**config.mk**
```make
export PLATFORM = sky130hd
export DESIGN_NAME = mem_access_ctrl
export DESIGN_NICKNAME = d
export VERILOG_FILES = /design/src/rtl/mem_access_ctrl.sv
export SDC_FILE = /design/constraint.sdc
export NUM_CORES = 1
export LEC_CHECK = 0
export CORE_MARGIN = 2
export CORE_UTILIZATION = 25
export CTS_CLUSTER_DIAMETER = 30
export CTS_CLUSTER_SIZE = 28
export DETAILED_ROUTE_END_ITERATION = 10
export HOLD_SLACK_MARGIN = 0.03
export SLEW_MARGIN = 20
export SYNTH_ARGS = -nofsm -noshare
export SYNTH_HDL_FRONTEND = slang
export SYNTH_SLANG_ARGS = --single-unit
```
**constraint.sdc**
```tcl
create_clock -name clk -period 3.1 [get_ports clk]
set_input_delay 0.31 -clock clk [delete_from_list [all_inputs] [get_ports clk]]
set_output_delay 0.31 -clock clk [all_outputs]
set_load 0.01 [all_outputs]
```
**src/rtl/mem_access_ctrl.sv**
```systemverilog
// rtl/mem_access_ctrl.sv - MEM-stage load/store bus sequencer with extension, strobes and stall control
// One bus transaction per memory instruction; a response under ext_stall is parked in HOLD until retire.
module mem_access_ctrl #(
  parameter int XLEN = 64
) (
  input  logic            clk,
  input  logic            reset,
  input  logic            op_valid,
  input  logic            op_load,
  input  logic            op_store,
  input  logic [1:0]      op_size,
  input  logic            op_unsigned,
  input  logic [XLEN-1:0] op_addr,
  input  logic [XLEN-1:0] op_wdata,
  input  logic            ext_stall,
  output logic            dreq_valid,
  output logic            dreq_write,
  output logic [XLEN-1:0] dreq_addr,
  output logic [1:0]      dreq_size,
  output logic [7:0]      dreq_strobe,
  output logic [XLEN-1:0] dreq_wdata,
  input  logic            dresp_ok,
  input  logic [XLEN-1:0] dresp_rdata,
  output logic            mem_stall,
  output logic            wb_valid,
  output logic [XLEN-1:0] wb_rdata,
  output logic            misalign
);

  typedef enum logic [1:0] {IDLE, WAIT, HOLD} state_t;

  state_t          state;
  logic            lat_store;
  logic [1:0]      lat_size;
  logic            lat_unsigned;
  logic [XLEN-1:0] lat_addr;
  logic [XLEN-1:0] lat_wdata;
  logic [XLEN-1:0] held_rdata;

  logic            misaligned;
  logic            mem_op;
  logic            cur_store;
  logic [1:0]      cur_size;
  logic            cur_unsigned;
  logic [XLEN-1:0] cur_addr;
  logic [XLEN-1:0] cur_wdata;
  logic [XLEN-1:0] ext_data;
  logic [15:0]     strobe_wide;

  function automatic logic [XLEN-1:0] extend(input logic [XLEN-1:0] rdata, input logic [2:0] off,
                                             input logic [1:0] size, input logic uns);
    logic [XLEN-1:0] s;
    s = rdata >> {off, 3'b000};
    case (size)
      2'd0:    extend = {{(XLEN-8){~uns & s[7]}}, s[7:0]};
      2'd1:    extend = {{(XLEN-16){~uns & s[15]}}, s[15:0]};
      2'd2:    extend = {{(XLEN-32){~uns & s[31]}}, s[31:0]};
      default: extend = s;
    endcase
  endfunction

  function automatic logic [2:0] align_mask(input logic [1:0] size);
    align_mask = 3'((4'd1 << size) - 4'd1);
  endfunction

  function automatic logic [7:0] byte_mask(input logic [1:0] size);
    byte_mask = 8'((9'd1 << (4'd1 << size)) - 9'd1);
  endfunction

  assign misaligned = op_valid & (op_load | op_store) & (|(op_addr[2:0] & align_mask(op_size)));
  assign mem_op     = op_valid & (op_load | op_store) & ~misaligned;

  // Once a request is outstanding the bus sees the captured fields, not the live EX/MEM inputs.
  assign cur_store    = (state == IDLE) ? op_store    : lat_store;
  assign cur_size     = (state == IDLE) ? op_size     : lat_size;
  assign cur_unsigned = (state == IDLE) ? op_unsigned : lat_unsigned;
  assign cur_addr     = (state == IDLE) ? op_addr     : lat_addr;
  assign cur_wdata    = (state == IDLE) ? op_wdata    : lat_wdata;

  assign ext_data    = cur_store ? '0 : extend(dresp_rdata, cur_addr[2:0], cur_size, cur_unsigned);
  assign strobe_wide = {8'h00, byte_mask(cur_size)} << cur_addr[2:0];

  always_ff @(posedge clk) begin
    if (reset) begin
      state        <= IDLE;
      lat_store    <= 1'b0;
      lat_size     <= 2'd0;
      lat_unsigned <= 1'b0;
      lat_addr     <= '0;
      lat_wdata    <= '0;
      held_rdata   <= '0;
    end else begin
      case (state)
        IDLE: begin
          if (mem_op) begin
            lat_store    <= op_store;
            lat_size     <= op_size;
            lat_unsigned <= op_unsigned;
            lat_addr     <= op_addr;
            lat_wdata    <= op_wdata;
            if (!dresp_ok) begin
              state <= WAIT;
            end else if (ext_stall) begin
              held_rdata <= ext_data;
              state      <= HOLD;
            end
          end
        end
        WAIT: begin
          if (dresp_ok) begin
            if (ext_stall) begin
              held_rdata <= ext_data;
              state      <= HOLD;
            end else begin
              state <= IDLE;
            end
          end
        end
        HOLD: begin
          if (!ext_stall) state <= IDLE;
        end
        default: state <= IDLE;
      endcase
    end
  end

  always_comb begin
    dreq_valid  = 1'b0;
    dreq_write  = 1'b0;
    dreq_addr   = '0;
    dreq_size   = 2'd0;
    dreq_strobe = 8'h00;
    dreq_wdata  = '0;
    mem_stall   = 1'b0;
    wb_valid    = 1'b0;
    wb_rdata    = '0;
    misalign    = 1'b0;
    if (!reset) begin
      case (state)
        IDLE: begin
          misalign = misaligned;
          if (mem_op) begin
            dreq_valid = 1'b1;
            if (dresp_ok) begin
              wb_valid = 1'b1;
              wb_rdata = ext_data;
            end else begin
              mem_stall = 1'b1;
            end
          end else begin
            wb_valid = op_valid;
          end
        end
        WAIT: begin
          dreq_valid = 1'b1;
          if (dresp_ok) begin
            wb_valid = 1'b1;
            wb_rdata = ext_data;
          end else begin
            mem_stall = 1'b1;
          end
        end
        HOLD: begin
          wb_valid = 1'b1;
          wb_rdata = held_rdata;
        end
        default: ;
      endcase
      if (dreq_valid) begin
        dreq_write  = cur_store;
        dreq_addr   = cur_addr;
        dreq_size   = cur_size;
        dreq_strobe = cur_store ? strobe_wide[7:0] : 8'h00;
        dreq_wdata  = cur_wdata << {cur_addr[2:0], 3'b000};
      end
    end
  end

endmodule

```
# Word level (Yosys, flattened, before mapping)
# Index checks and enable logic that the tools add are counted.
[totals] register_bits=198 input_bits=202 out_inout_bits=207
[classes] bitwise_logic=10 reduce_logical=7 shift=6 mux=47 addsub=2 n_eq_ne=8
[ops] op="2-to-1 mux 64 bit" count=13
[ops] op="one-hot mux 64 bit (3 select lines)" count=2
[ops] op="one-hot mux 64 bit (2 select lines)" count=1
[ops] op="left shift 64 x 6 -> 64 bit" count=1
[ops] op=">> shifter 64 x 6 -> 64 bit" count=1
[ops] op="2-to-1 mux 8 bit" count=3
[ops] op="2-to-1 mux 2 bit" count=9
[ops] op="2-to-1 mux 1 bit" count=15
[ops] op="left shift 1 x 4 -> 8 bit, first input constant" count=1
[ops] op="left shift 8 x 3 -> 8 bit" count=1
[ops] op="subtractor 8 x 1 -> 8 bit, second input constant" count=1
[ops] op="bitwise AND 1 bit" count=6
[ops] op="inequality test 2 bit, second input constant" count=3
[ops] op="one-hot mux 2 bit (3 select lines)" count=1
[ops] op="== test 2 x 1 -> 1 bit, second input constant" count=2
[ops] op="== test 2 bit, second input constant" count=2
[ops] op="logical NOT 2 bit" count=2
[ops] op="one-hot mux 1 bit (2 select lines)" count=2
[ops] op="AND reduction 2 bit" count=2
[ops] op="AND reduction 4 bit" count=1
[ops] op="left shift 1 x 2 -> 4 bit, first input constant" count=1
[ops] op="bitwise AND 3 bit" count=1
[ops] op="inequality test 3 bit, second input constant" count=1
[ops] op="one-hot mux 1 bit (3 select lines)" count=1
[ops] op="other kinds (6)" count=7

# Logic depth before layout (Yosys ltp)
[depth] word_depth=12 mapped_depth=11 mapped_depth_nobuf=7

# Worst setup path before layout
# Ideal clock, no wire load.
[synth_path] path_type="register to output" startpoint="register state[1]" endpoint="output port wb_rdata[53]" t_arrival_ns=2.424 slack_ns=0.366 n_path_buf=2 path_stages_with_launch=10 required_ns=2.790 path_cell_list="dfxtp_1 buf_2 or3b_4 a21bo_1 a32o_1 a221o_1 o22a_1 a31o_2 buf_6 o21ai_1"
[synth_between] elab_chain_len=10
[synth_rtl] element="from (decl)" line_no="32" source="state_t state;"
[synth_rtl] element="from (signal assigned)" line_no="85" source="state <= IDLE;"
[synth_rtl] element="from (signal assigned)" line_no="102" source="state <= WAIT;"
[synth_rtl] element="from (signal assigned)" line_no="105" source="state <= HOLD;"
[synth_rtl] element="logical NOT 2 bit"
[synth_rtl] element="2-to-1 mux 64 bit / 2-to-1 mux 1 bit (equally long branches)" line_no="77, 76"
[synth_rtl] element=">> shifter 64 x 6 -> 64 bit / inverter 1 bit (equally long branches)"
[synth_rtl] element="bitwise AND 1 bit (on tied branches)" line_no="57, 55, 56"
[synth_rtl] element="one-hot mux 64 bit (3 select lines)" line_no="54" source="case (size)"
[synth_rtl] element="2-to-1 mux 64 bit" line_no="80" source="assign ext_data = cur_store ? '0 : extend(dresp_rdata, cur_addr[2:0], cur_size, cur_unsigned);"
[synth_rtl] element="2-to-1 mux 64 bit" line_no="144, 156"
[synth_rtl] element="2-to-1 mux 64 bit" line_no="142" source="if (mem_op) begin"
[synth_rtl] element="one-hot mux 64 bit (3 select lines) *" line_no="139" source="case (state)"
[synth_rtl] element="2-to-1 mux 64 bit *" line_no="138" source="if (!reset) begin"
[synth_rtl] element="to (decl)" line_no="26" source="output logic [XLEN-1:0] wb_rdata,"
# Every way passes the cells marked *; elsewhere a longest branch is shown, timed or not.

# Worst setup path in the final report
[layout_path] startpoint="register state[1]" endpoint="output port wb_rdata[46]"
# The elaborated chain is that of the path after synthesis.

==> results.md <==
* Max-cap check violation count at 0
* Type of the worst setup path: flop to primary output
* Post-synthesis instance area at 13,600 um^2
* Gp weighted congestion at 0.937
* Boundary Pins at 409
* Dominant register cell in the synthesized netlist: dfxtp_1
* GR Util All Layers at 24.8%
* Routed wire length on met3 at 6400 um
* Initial DRT Pass Iterations at 5
* Cells after Synth at 2,008
* Number of DRC markers in iteration 0 at 1,725
* Wire length on met2 at 34,500 um
* Number of endpoints failing setup at the final stage at 62
* Number of buffers added by the clock tree synthesis step at 17
* Cell leakage power at 9.50 nW
* H-tree depth at 4
* Mapped Nets at 2,210
* Number of synthesized register bits at 198
* Vias in the first global route at 16.7k
* Count of different cell masters after synthesis at 55
* Async SR Flop Fraction at 0%
* Status: finished, violations left
* Total die area at 56,100 um^2
* Depth of the most critical reg-to-reg path at 10
* Critical R2R Capture: held_rdata[22]$_SDFFE_PP0P_
* Fill cell instance count of the final layout at 5,424
* Non-Filler Instances at 3,293
* Sink Count at 198
* Effective utilization at floorplan at 25.2%
* Core area at 53,700 um^2
* Setup repair after global routing missed its margin: yes
* Routed metal-1 wirelength at 29,500 um
* Total power at 8.15 mW
* Number of vias in the routed layout at 17.8k
* Tightest Hold Check Type: input pin to flop
* Top layer used by detailed routing: met5
* Number of buffers on the longest clock path at 2
* Clock tree root driver cell: clkbuf_16
* Clock network latency to the later pin of the worst-skew pair at 510 ps
* Data arrival time of the worst path at 3070 ps
* Site Rows at 85
* Pwr/cell area at 359 nW/um^2
* Total Routed Length at 73,900 um
* Critical Path End Type: primary output
* Area taken by flip-flops and latches at 3970 um^2
* Maximum net fanout on the critical path at 6
* Number of nets in the layout at 2,781
* Mean routed wirelength per cell at 22.4 um
* Final critical-path required period at 3380 ps
* Worst setup slack for register-to-register paths at 140 ps
* Height of the chip at 237 um
* Largest net degree at the start of global routing at 77
* Antenna violations before repair at 11
* Clock-pin slew reported for the worst setup and hold paths after clock tree synthesis at 70 ps
* Detail Placement HPWL at 51,300 um
* Worst clock skew at 12.6 ps
* Max-slew violations at 0
* Per-cell via count in the routed design at 5.41
* X dimension of the die at 237 um
* Proportion of synthesized chip area in sequential cells at 29.2%
* Largest vdd supply drop at 0.000511 V
* Nature of the critical path startpoint: flop
* Share of the clock period used by the worst path at 109%
* Relative area change from synthesis to final layout at 67.7%
* Antenna Violating Nets Remaining at 0
* Final core utilization at 42.3%
* Slew HR at 37.1%
* Number of enable flip-flop cells after synthesis at 0
* Share of final-layout standard cells stronger than drive strength 1 at 29.2%
* Number of cells after detailed placement at 3,183
* TritonCTS clock tree: built
* Launch instance of the worst register-to-register path: state[1]$_SDFFE_PP0P_
* Total count of hold-check failures in the final report at 0
* Highest clock frequency the design can meet at 296 MHz
* Number of input and output port buffers inserted at 408
* Combined area of the multi-input logic cells at 10,300 um^2
* Transition time at the pin with the least slew margin at 944 ps
* Startpoint of the most critical hold path: reset
* Data required time of the critical path at 2790 ps
* Overflow left after global routing at 0
* Warning count from the yosys run at 0
* Worst setup startpoint: state[1]$_SDFFE_PP0P_
* Avg Inst Size Synth at 6.75 um^2
* DRC violation count after routing at 0
* Violations in the final reports: negative setup slack
* Crit path capture: wb_rdata[46]
* First-pass GRT wire length at 106,000 um
* Slack of the critical path at -284 ps
[per-stage QoR]
step / hold WS (ps) / worst slack, ps / setup TNS, ps / area (um^2)
final: 249 / -284 / -12280 / 22700
after global routing: 248 / -367 / -17630 / 22700
after CTS: 228 / -288 / -13130 / 21800
after detailed placement: 447 / -663 / -58480 / 20000
after global placement: 442 / -591 / -51960 / 20000
after floorplan: 382 / 366 / 0 / 13600
[area by class of cell]
cell class,instances,share of cell area [%]
Multi-Input combinational cell,1631,45.3
Timing Repair Buffer,727,30.7
Sequential cell,198,17.5
Tap cell,696,3.83
Clock buffer,19,1.90
Clock inverter,13,0.616
Inverter,4,0.0771
Antenna cell,5,0.0550
[worst min path at each step]
stage / end / slack [ps] / cells past startpoint
finish: lat_addr[0]$_SDFFE_PP0P_ / 250 / 3
global placement: lat_addr[52]$_SDFFE_PP0P_ / 440 / 2
floorplan: state[0]$_SDFFE_PP0P_ / 380 / 1
detailed placement: lat_addr[33]$_SDFFE_PP0P_ / 450 / 2
CTS: lat_addr[0]$_SDFFE_PP0P_ / 230 / 3
global route: lat_addr[0]$_SDFFE_PP0P_ / 250 / 3
[critical path, stage by stage (launching register included)]
cell       delay (ps)
dfxtp_4           370
or3b_4            430
a21bo_1           210
a32o_1            220
a221o_1           290
o22a_2            290
a31o_4            310
clkbuf_16         180
o21ai_2           120
buf_2             150
[registers in the layout, indices dropped and copies added, names as in the netlist]
register and cells:
lat_size 2, held_rdata 64, lat_unsigned 1, lat_wdata 64, state 2, lat_addr 64, lat_store 1
[report_power, final]
group          internal, mW  switching (mW)
sequential             2.64          0.0642
combinational          1.45            1.64
clock                  1.14            1.22
total                  5.22            2.93
[routing by layer]
metal | vias to the layer above | GRT usage (%)
met4 | 10 | 11.7
met5 | - | 0
met1 | 8505 | 30.2
met2 | 943 | 40.9
met3 | 199 | 6.40
li1 | 8160 | -
[cell families after synthesis]
logic type             Yosys count  synth area share [%]
buffers and inverters          179                  5.34
flip-flops                     198                  29.2
AO/OA/AOI/OAI                  625                  27.9
multiplexers                   164                  12.6
AND/OR/NAND/NOR                842                  24.9
[cells in the mapped netlist, types with 7 or more instances]
cell type  instances  area [um^2]
nor2b_1           18          113
a21o_1            11         82.6
buf_1             17         63.8
a21oi_1          300         1500
a222oi_1           7         70.1
clkbuf_1         135          507
a22o_1            32          280
mux2_2            51          574
a31oi_1           10         62.6
a22oi_1           25          188
dfxtp_1          198         3960
a2bb2oi_1          7         61.3
nand2_1          605         2270
nor2_1           141          529
a221oi_1          14          123
mux2i_1          113         1130
or3_1              9         56.3
buf_2             18         90.1
a221o_1            8         80.1
o22ai_1           12         75.1
nand3_1           30          150
o21ai_1           51          255
a211oi_1          59          443
o21ai_0           55          275
nand2b_1          10         62.6
a311oi_1          10         87.6
o211ai_1          11         82.6
[cells in the final DEF, fill, tap and decap left out, types with 23 or more instances in the layout]
master	Yosys	layout
o21ai_2	0	43
buf_12	0	30
a22o_1	32	29
buf_4	2	239
buf_2	18	69
a21oi_1	300	260
mux2_2	51	40
a211oi_2	1	25
o21ai_0	55	30
dfxtp_1	198	195
dlygate4sd2_1	0	64
a21oi_2	0	35
clkdlybuf4s50_1	0	239
o21ai_1	51	31
a22oi_1	25	25
nor2_1	141	114
nand3_1	30	29
nand2_2	1	27
buf_6	3	34
mux2i_1	113	86
nand2_1	605	568
clkbuf_16	0	23
a211oi_1	59	32
[timing repair]
item,CTS,global route
pin swaps,63,93
hold buffers,0,0
gates cloned,13,7
gates resized for setup,641,210
endpoints found under the setup margin,201,153
setup buffers,36,24
Power figures use the tool's default switching activity.
